<file path="src/rtl/rsnn_spike_tx_if.sv">
// Link bundle between the RSNN output layer, the host pins and the spike transmitter.
// master is the transmitter side; slave is the core/host side driving it.
interface rsnn_spike_tx_if #(
   parameter int NUM_OUT = 16
);
   logic               ena;
   logic [NUM_OUT-1:0] spikes_in;
   logic               spikes_valid;
   logic               host_ack;
   logic [7:0]         tx_data;
   logic               tx_req;
   logic               busy;
   logic               overflow;
   logic               frame_done;

   modport master (
      input  ena, spikes_in, spikes_valid, host_ack,
      output tx_data, tx_req, busy, overflow, frame_done
   );

   modport slave (
      output ena, spikes_in, spikes_valid, host_ack,
      input  tx_data, tx_req, busy, overflow, frame_done
   );
endinterface

</file>
<file path="src/rtl/rsnn_spike_tx.sv">
// Streams one frame per timestep (header = timestep count, then spike bytes LSB first)
// to the host over a 4-phase req/ack byte handshake with a one-deep pending buffer.
module rsnn_spike_tx #(
   parameter int NUM_OUT = 16
) (
   input logic              clk,
   input logic              reset,
   rsnn_spike_tx_if.master  link
);
   localparam int NBYTES = NUM_OUT / 8 + 1;
   localparam int IDX_W  = $clog2(NBYTES);
   localparam logic [IDX_W-1:0] LAST_IDX = IDX_W'(NBYTES - 1);

   typedef enum logic [1:0] {IDLE, REQ, REL} state_t;

   state_t             state, state_next;
   logic               ack_meta, ack_s;
   logic [7:0]         ts_cnt;
   logic               pending, pending_next;
   logic [NUM_OUT-1:0] pend_spk;
   logic [7:0]         pend_ts;
   logic [NUM_OUT-1:0] act_sh, act_sh_next;
   logic [IDX_W-1:0]   idx, idx_next;
   logic [7:0]         data_next;
   logic               req_next;
   logic               done_next;
   logic               consume;
   logic               accept;

   // host_ack is asynchronous to clk; only ack_s is used beyond this point
   always_ff @(posedge clk or posedge reset) begin
      if (reset) begin
         ack_meta <= 1'b0;
         ack_s    <= 1'b0;
      end else begin
         ack_meta <= link.host_ack;
         ack_s    <= ack_meta;
      end
   end

   always_comb begin
      state_next  = state;
      idx_next    = idx;
      act_sh_next = act_sh;
      data_next   = link.tx_data;
      req_next    = link.tx_req;
      done_next   = 1'b0;
      consume     = 1'b0;
      case (state)
         IDLE: begin
            if (pending) begin
               consume     = 1'b1;
               act_sh_next = pend_spk;
               data_next   = pend_ts;
               req_next    = 1'b1;
               idx_next    = '0;
               state_next  = REQ;
            end
         end
         REQ: begin
            if (ack_s) begin
               req_next   = 1'b0;
               state_next = REL;
            end
         end
         REL: begin
            if (!ack_s) begin
               if (idx == LAST_IDX) begin
                  done_next  = 1'b1;
                  state_next = IDLE;
               end else begin
                  idx_next    = idx + 1'b1;
                  data_next   = act_sh[7:0];
                  act_sh_next = act_sh >> 8;
                  req_next    = 1'b1;
                  state_next  = REQ;
               end
            end
         end
         default: state_next = IDLE;
      endcase
   end

   // A capture on the same edge as the IDLE consume refills the freed slot without overflow
   always_comb begin
      accept       = link.ena && link.spikes_valid;
      pending_next = accept ? 1'b1 : (pending && !consume);
   end

   always_ff @(posedge clk or posedge reset) begin
      if (reset) begin
         state           <= IDLE;
         idx             <= '0;
         act_sh          <= '0;
         pending         <= 1'b0;
         pend_spk        <= '0;
         pend_ts         <= 8'd0;
         ts_cnt          <= 8'd0;
         link.tx_data    <= 8'd0;
         link.tx_req     <= 1'b0;
         link.busy       <= 1'b0;
         link.overflow   <= 1'b0;
         link.frame_done <= 1'b0;
      end else begin
         state           <= state_next;
         idx             <= idx_next;
         act_sh          <= act_sh_next;
         pending         <= pending_next;
         link.tx_data    <= data_next;
         link.tx_req     <= req_next;
         link.frame_done <= done_next;
         link.busy       <= (state_next != IDLE) || pending_next;
         if (accept) begin
            ts_cnt <= ts_cnt + 8'd1;
            if (pending && !consume) begin
               link.overflow <= 1'b1;
            end else begin
               pend_spk <= link.spikes_in;
               pend_ts  <= ts_cnt;
            end
         end
      end
   end
endmodule

</file>
<file path="src/flat_wrapper.sv">
// flat-port wrapper written by rule: the top's interface ports become plain ports
module rsnn_spike_tx_flat 
#(
   parameter int NUM_OUT = 16
)
  (clk, reset, link_ena, link_spikes_in, link_spikes_valid, link_host_ack, link_tx_data, link_tx_req, link_busy, link_overflow, link_frame_done);
  rsnn_spike_tx_if #(.NUM_OUT(NUM_OUT)) link_i ();
  input logic clk;
  input logic reset;
  input wire logic [$bits(link_i.ena)-1:0] link_ena;
  input wire logic [$bits(link_i.spikes_in)-1:0] link_spikes_in;
  input wire logic [$bits(link_i.spikes_valid)-1:0] link_spikes_valid;
  input wire logic [$bits(link_i.host_ack)-1:0] link_host_ack;
  output wire logic [$bits(link_i.tx_data)-1:0] link_tx_data;
  output wire logic [$bits(link_i.tx_req)-1:0] link_tx_req;
  output wire logic [$bits(link_i.busy)-1:0] link_busy;
  output wire logic [$bits(link_i.overflow)-1:0] link_overflow;
  output wire logic [$bits(link_i.frame_done)-1:0] link_frame_done;
  assign link_i.ena = link_ena;
  assign link_i.spikes_in = link_spikes_in;
  assign link_i.spikes_valid = link_spikes_valid;
  assign link_i.host_ack = link_host_ack;
  assign link_tx_data = link_i.tx_data;
  assign link_tx_req = link_i.tx_req;
  assign link_busy = link_i.busy;
  assign link_overflow = link_i.overflow;
  assign link_frame_done = link_i.frame_done;
  rsnn_spike_tx #(.NUM_OUT(NUM_OUT)) u_core (.clk(clk), .reset(reset), .link(link_i));
endmodule
</file>
<file path="config.mk">
export PLATFORM = sky130hd
export DESIGN_NAME = rsnn_spike_tx_flat
export DESIGN_NICKNAME = d
export VERILOG_FILES = /design/src/rtl/rsnn_spike_tx_if.sv /design/src/rtl/rsnn_spike_tx.sv /design/src/flat_wrapper.sv
export SDC_FILE = /design/constraint.sdc
export NUM_CORES = 1
export LEC_CHECK = 0
export ABC_AREA = 1
export CAP_MARGIN = 15
export CORE_ASPECT_RATIO = 1.4
export CORE_MARGIN = 3
export CORE_UTILIZATION = 40
export CTS_CLUSTER_SIZE = 40
export DETAILED_ROUTE_END_ITERATION = 6
export GPL_TIMING_DRIVEN = 0
export SLEW_MARGIN = 40
export SYNTH_ARGS = -nofsm -noshare
export SYNTH_HDL_FRONTEND = slang
export SYNTH_SLANG_ARGS = --single-unit
</file>
<file path="constraint.sdc">
create_clock -name clk -period 1.9 [get_ports clk]
set_input_delay 0.19 -clock clk [delete_from_list [all_inputs] [get_ports clk]]
set_output_delay 0.19 -clock clk [all_outputs]
set_load 0.02 [all_outputs]
</file>
==> impl_metrics.yaml, run 1 <==
status:
  outcome: "finished clean"
detailed_routing:
  drtPass1Iterations: 4
  drc: 0
  avgRoutedWirePerCell_um: 12.0
  drtIter0Drc: 81
  drt-total-wl_um: 5990
  final_antenna_net_count: 0
  vias: 2299
  vias_per_cell: 4.61
finish:
  regArea_um2: 1680
  design_area_um2: 3640
  fill_cells: 707
  final_nets: 422
  drive_gt1_frac: 0.0842
  multiInputGateArea_um2: 1110
  diodes: 0
  area_growth_pct: 23.4
synthesis:
  synth_cell_types: 23
  synth_top_area_cell: "dfrtp_1"
  synth_nets: 378
  async_reset_ff_frac: 1.00
  synth_top_area_share: 0.568
  synth_edf_count: 0
  synth_common_cells: "nand2_1 (188), dfrtp_1 (67), nand3_1 (25)"
  synth_flop_cell: "dfrtp_1"
  syn_inst: 355
  yosysWarnings: 0
  ys_top_cells_by_area: "dfrtp_1 (57%), nand2_1 (24%), nand3_1 (4.2%)"
  synth_most_common_cell: "nand2_1"
  ys_seq_elements: 67
  synth_seq_area_share: 0.568
  synth_area_um2: 2950
  syn_area_per_cell_um2: 8.31
clock_network:
  cts_buffer_depth: 2
  cts_hold_buf: 0
  post_cts_resize_count: 0
  numCtsBuffers: 9
  clk_pin_slew_worst_paths_ps: 70
  clk_latency_ps: 340
  cts_tree: "built"
  post_cts_buffers: 0
  clockRootBuffer: "clkbuf_8"
  cts_sinks: 67
  cts_max_level: 3
timing:
  period_share: 0.811
  worst_pin_slew_ps: 451
  hold_viol: 0
  finalSetupViolCount: 0
  finClkSkew_ps: 8.33
  fin_ws_ps: 360
  fin_crit_ps: 1540
  finalSetupTns_ps: 0
  drv_slew: 0
  whs_ps: 168
  fmaxAchievable_ghz: 0.649
  rsz0062_at_grt: "no"
  relSlewSlack: 0.699
global_route:
  grt_pass1_wl_um: 10900
  grt.busiest_layer: "met2"
  overflow: 0
  grt_pass1_vias: 2302
  grt_usage: 0.167
  gr-usage-met2: 0.270
  met1_usage: 0.209
  grt_max_degree: 42
  antenna_found_initial: 0
  grt_use_met3: 0.0318
critical_path:
  cp-end-kind: "flip-flop"
  path_max_fanout: 10
  r2r_slack_ps: 360
  required_ps: 2130
  start_kind: "flip-flop"
  crit_arrival_ps: 1770
  worstSetupPathType: "flip-flop to flip-flop"
floorplanning:
  die_area_um2: 8460
  die_y_um: 108
  io-pin-count: 33
  start_util: 0.417
  num_rows: 36
  die_w_um: 78.6
  core_area_um2: 7070
place:
  gp_congestion: 0.792
  hpwl_um: 4400
  post_dp_cell_area_um2: 3410
  port-buffer-count: 32
  pre_cts_slack_ps: 110
power_and_ir_drop:
  combPwrFrac: 0.349
  p_sw_mw: 2.08
  seq_power_share: 0.411
  netSwitchingFraction: 0.371
  cellLeakagePower_nw: 1.92
  power.density_nw_per_um2: 1540
  power.share.clock: 0.241
  vdd_drop_max_uv: 637
  intPower_mw: 3.53
run:
  drv_cap: 0
min_path:
  hp-class: "primary input to async pin"
==> critical path: stages, from the launching register on <==
cell     delay (ps)
dfrtp_1         360
buf_4           180
o21ai_2         270
nand2_1         100
buf_2           190
buf_2           200
nand2_1          80
nand2_1          50
==> state kept, by name, summed over array words and instances (netlist names) <==
signal,cells
u_core.act_sh,16
u_core.link.tx_data,8
u_core.link.tx_req,1
u_core.link.busy,1
u_core.ack_meta,1
u_core.pend_ts,8
u_core.state,2
u_core.link.overflow,1
u_core.ts_cnt,8
u_core.idx,2
u_core.pending,1
u_core.link.frame_done,1
u_core.pend_spk,16
u_core.ack_s,1
==> power groups by stage <==
stage | combinational, mW | clock, mW | sequential, mW
2_1_floorplan | 1.34 | 0 | 2.34
3_3_place_gp | 1.95 | 0 | 2.32
3_5_place_dp | 1.99 | 0 | 2.34
4_1_cts | 2.00 | 1.38 | 2.31
5_1_grt | 2.26 | 1.44 | 2.39
6_report | 1.96 | 1.35 | 2.31
==> per-stage QoR <==
stage,std cells,total power [mW],util
2_1_floorplan,355,3.68,-
3_3_place_gp,482,4.27,0.479
3_5_place_dp,483,4.33,0.482
4_1_cts,499,5.69,0.515
5_1_grt,499,6.09,0.515
6_report,499,5.61,0.515
==> kinds of logic (layout without fill, tap and decap cells) <==
family,after synthesis,count (layout),synth area share
buf+inv,37,86,0.0568
xor+xnor,5,5,0.0148
simple gates,235,235,0.330
compound gates,9,9,0.0212
flops,67,67,0.568
fa+ha+maj,2,2,0.00848
==> final timing paths <==
kind	depth (start not counted)	start	end
max	7	u_core.state[0]	u_core.pend_spk[6]
max in group asynchronous	3	reset	u_core.pend_spk[15]
min	2	reset	u_core.pend_ts[6]
min in group clk	1	link_host_ack	u_core.ack_meta
min reg2reg	0	u_core.ack_meta	u_core.ack_s
max reg2reg	7	u_core.state[0]	u_core.pend_spk[6]
==> final cells by class <==
type / instances / area share
sequential: 67 / 0.461
buffer: 15 / 0.0234
inverter: 22 / 0.0234
clock inverter: 4 / 0.0199
clock buffer: 12 / 0.0426
multi-input combinational: 251 / 0.304
timing repair buffer: 33 / 0.0935
tap: 95 / 0.0327
==> layer usage <==
metal	share of wire	vias up	routed length, um
met4	0.024	0	141
met1	0.45	1064	2710
met2	0.49	35	2920
met5	0	-	0
met3	0.037	9	219
li1	-	1191	-
==> cell usage in the layout, fill, tap and decap left out <==
master           netlist  layout
a21oi_4                1       1
buf_12                 0       1
buf_2                  5       5
buf_4                  4       4
buf_6                  1       1
bufinv_16              0       2
clkbuf_1               5       6
clkbuf_8               0      11
clkdlybuf4s50_1        0      32
clkinv_1               1       1
clkinv_2               0       1
clkinvlp_4             0       1
dfrtp_1               67      67
ha_1                   2       2
inv_1                 19      18
inv_2                  2       2
inv_4                  0       1
nand2_1              188     188
nand2_2                1       1
nand3_1               25      25
nand3_4                1       1
nand4_1               11      11
nor2_1                 7       7
nor2_8                 1       1
nor3_1                 1       1
o21ai_0                6       6
o21ai_2                1       1
o21bai_1               1       1
xnor2_1                1       1
xor2_1                 4       4
No activity file was read; power rests on OpenSTA's default activity.
==> run 2: changes to the inputs <==
- clock period: 1.9 -> 1.51 ns (I/O delays scaled with it)
==> run 2 against run 1 <==
Effect of this change:
- final area is 5.2% higher
- combinational power is 39% higher
- via count hardly changed
- largest power group unchanged
- sequential share of layout area is 2.2 points lower
- count of clock-buffer cells in the layout is 2 lower
- clock skew is 3.2 ps higher
==> impl_metrics.yaml, run 2 (same netlist as run 1, synthesis figures left out) <==
global_route:
  grt_usage: 0.157
  overflow: 0
  antenna_found_initial: 0
  grt_pass1_vias: 2210
  grt_pass1_wl_um: 10300
  grt_max_degree: 25
critical_path:
  path_cells: "clkdlybuf4s50_1"
  path_max_fanout: 2
  crit_arrival_ps: 1280
  worstSetupPathType: "flip-flop to output pin"
  regToRegStartpoint: "u_core.idx[0]"
  crit_buf_inv: 1
  required_ps: 1360
  worstSetupStartpoint: "u_core.link.tx_data[5]"
  start_kind: "flip-flop"
  slowest_stage: "clkdlybuf4s50_1"
  cp-end-kind: "output pin"
  crit_family: "buffers and inverters"
  slowest_delay_ps: 600
clock_network:
  cts_sinks: 67
  numCtsBuffers: 9
  cts_max_level: 3
  clk_pin_slew_worst_paths_ps: 70
  cts_buffer_depth: 2
  cts_hold_buf: 0
  cts_tree: "built"
  clk_latency_ps: 340
  clockRootBuffer: "clkbuf_8"
power_and_ir_drop:
  p_sw_mw: 2.70
  combPwrFrac: 0.356
  finalPower_mw: 7.63
  seq_power_share: 0.382
  cellLeakagePower_nw: 2.01
  netSwitchingFraction: 0.354
  power.share.clock: 0.262
  power.density_nw_per_um2: 1990
  intPower_mw: 4.93
  vdd_drop_max_uv: 946
min_path:
  hp-class: "primary input to async pin"
finish:
  diodes: 0
  finish.utilization: 0.541
  drive_gt1_frac: 0.114
  reg.largest.list: "u_core.act_sh: 16 flops, u_core.pend_spk: 16 flops"
  final_common_cell: "nand2_1"
  final_nets: 430
  fin_cells: 507
  area_growth_pct: 29.8
  design_area_um2: 3830
  mostFrequentLayoutCells: "nand2_1 (187), dfrtp_1 (66), clkdlybuf4s50_1 (31), nand3_1 (24), inv_1 (18)"
timing:
  relSlewSlack: 0.707
  finalSetupTns_ps: 0
  period_share: 0.951
  fmaxAchievable_ghz: 0.697
  finClkSkew_ps: 11.6
  fin_crit_ps: 1440
  drv_slew: 0
  finalSetupViolCount: 0
  worst_pin_slew_ps: 440
  whs_ps: 74.4
  fin_ws_ps: 74.5
  rsz0062_at_grt: "yes"
  hold_viol: 0
detailed_routing:
  drc: 0
  drtIter0Drc: 109
  vias_per_cell: 4.54
  drtPass1Iterations: 4
  drt-total-wl_um: 5980
  avgRoutedWirePerCell_um: 11.8
  final_antenna_net_count: 0
  vias: 2301
place:
  hpwl_um: 4450
  gp_congestion: 0.758
  place_inst: 485
  post_dp_cell_area_um2: 3470
  port-buffer-count: 32
  pre_cts_slack_ps: -196
floorplanning:
  io-pin-count: 33
  die_y_um: 108
  start_util: 0.417
  die_area_um2: 8460
  num_rows: 36
  core_area_um2: 7070
  die_w_um: 78.6
status:
  outcome: "finished clean"
run:
  drv_cap: 0
-- run 2: worst paths after layout --
check / slack (ps) / cells past startpoint / endpoint
worst max-delay path: 70 / 1 / link_tx_data[5]
worst min-delay path: 70 / 2 / u_core.link.frame_done
min in group clk: 260 / 1 / u_core.ack_meta
worst max register to register: 80 / 9 / u_core.act_sh[15]
max in group asynchronous: 910 / 4 / u_core.pend_spk[7]
worst min register to register: 360 / 0 / u_core.ack_s
-- run 2: what timing repair did --
action / 4_1_cts / 5_1_grt
setup buffers: 2 / 5
endpoints found under the setup margin: 14 / 34
resized for setup: 1 / 10
pin swaps: 1 / 3
-- run 2: cell type report --
type	instances	area, um^2
Clock buffer	10	138
Sequential cell	67	1680
Timing Repair Buffer	42	450
Multi-Input combinational cell	251	1120
Inverter	22	92.6
Buffer	14	93.8
Fill cell	700	3240
Clock inverter	6	136
Tap cell	95	119
-- run 2: power groups by stage --
stage	clock network [mW]	registers [mW]	logic [mW]
2_1_floorplan	0	2.94	1.69
3_3_place_gp	0	2.92	2.46
3_5_place_dp	0	2.93	2.52
4_1_cts	2.03	2.91	2.58
5_1_grt	2.12	3.00	3.11
6_report	2.00	2.91	2.72
-- run 2: routing by layer --
metal  vias up  share of wire  GRT usage
met5         -              0          0
met2        38           0.46      0.238
met4         0          0.028     0.0763
li1       1210              -          -
met1      1042           0.48      0.208
met3        11          0.034     0.0394
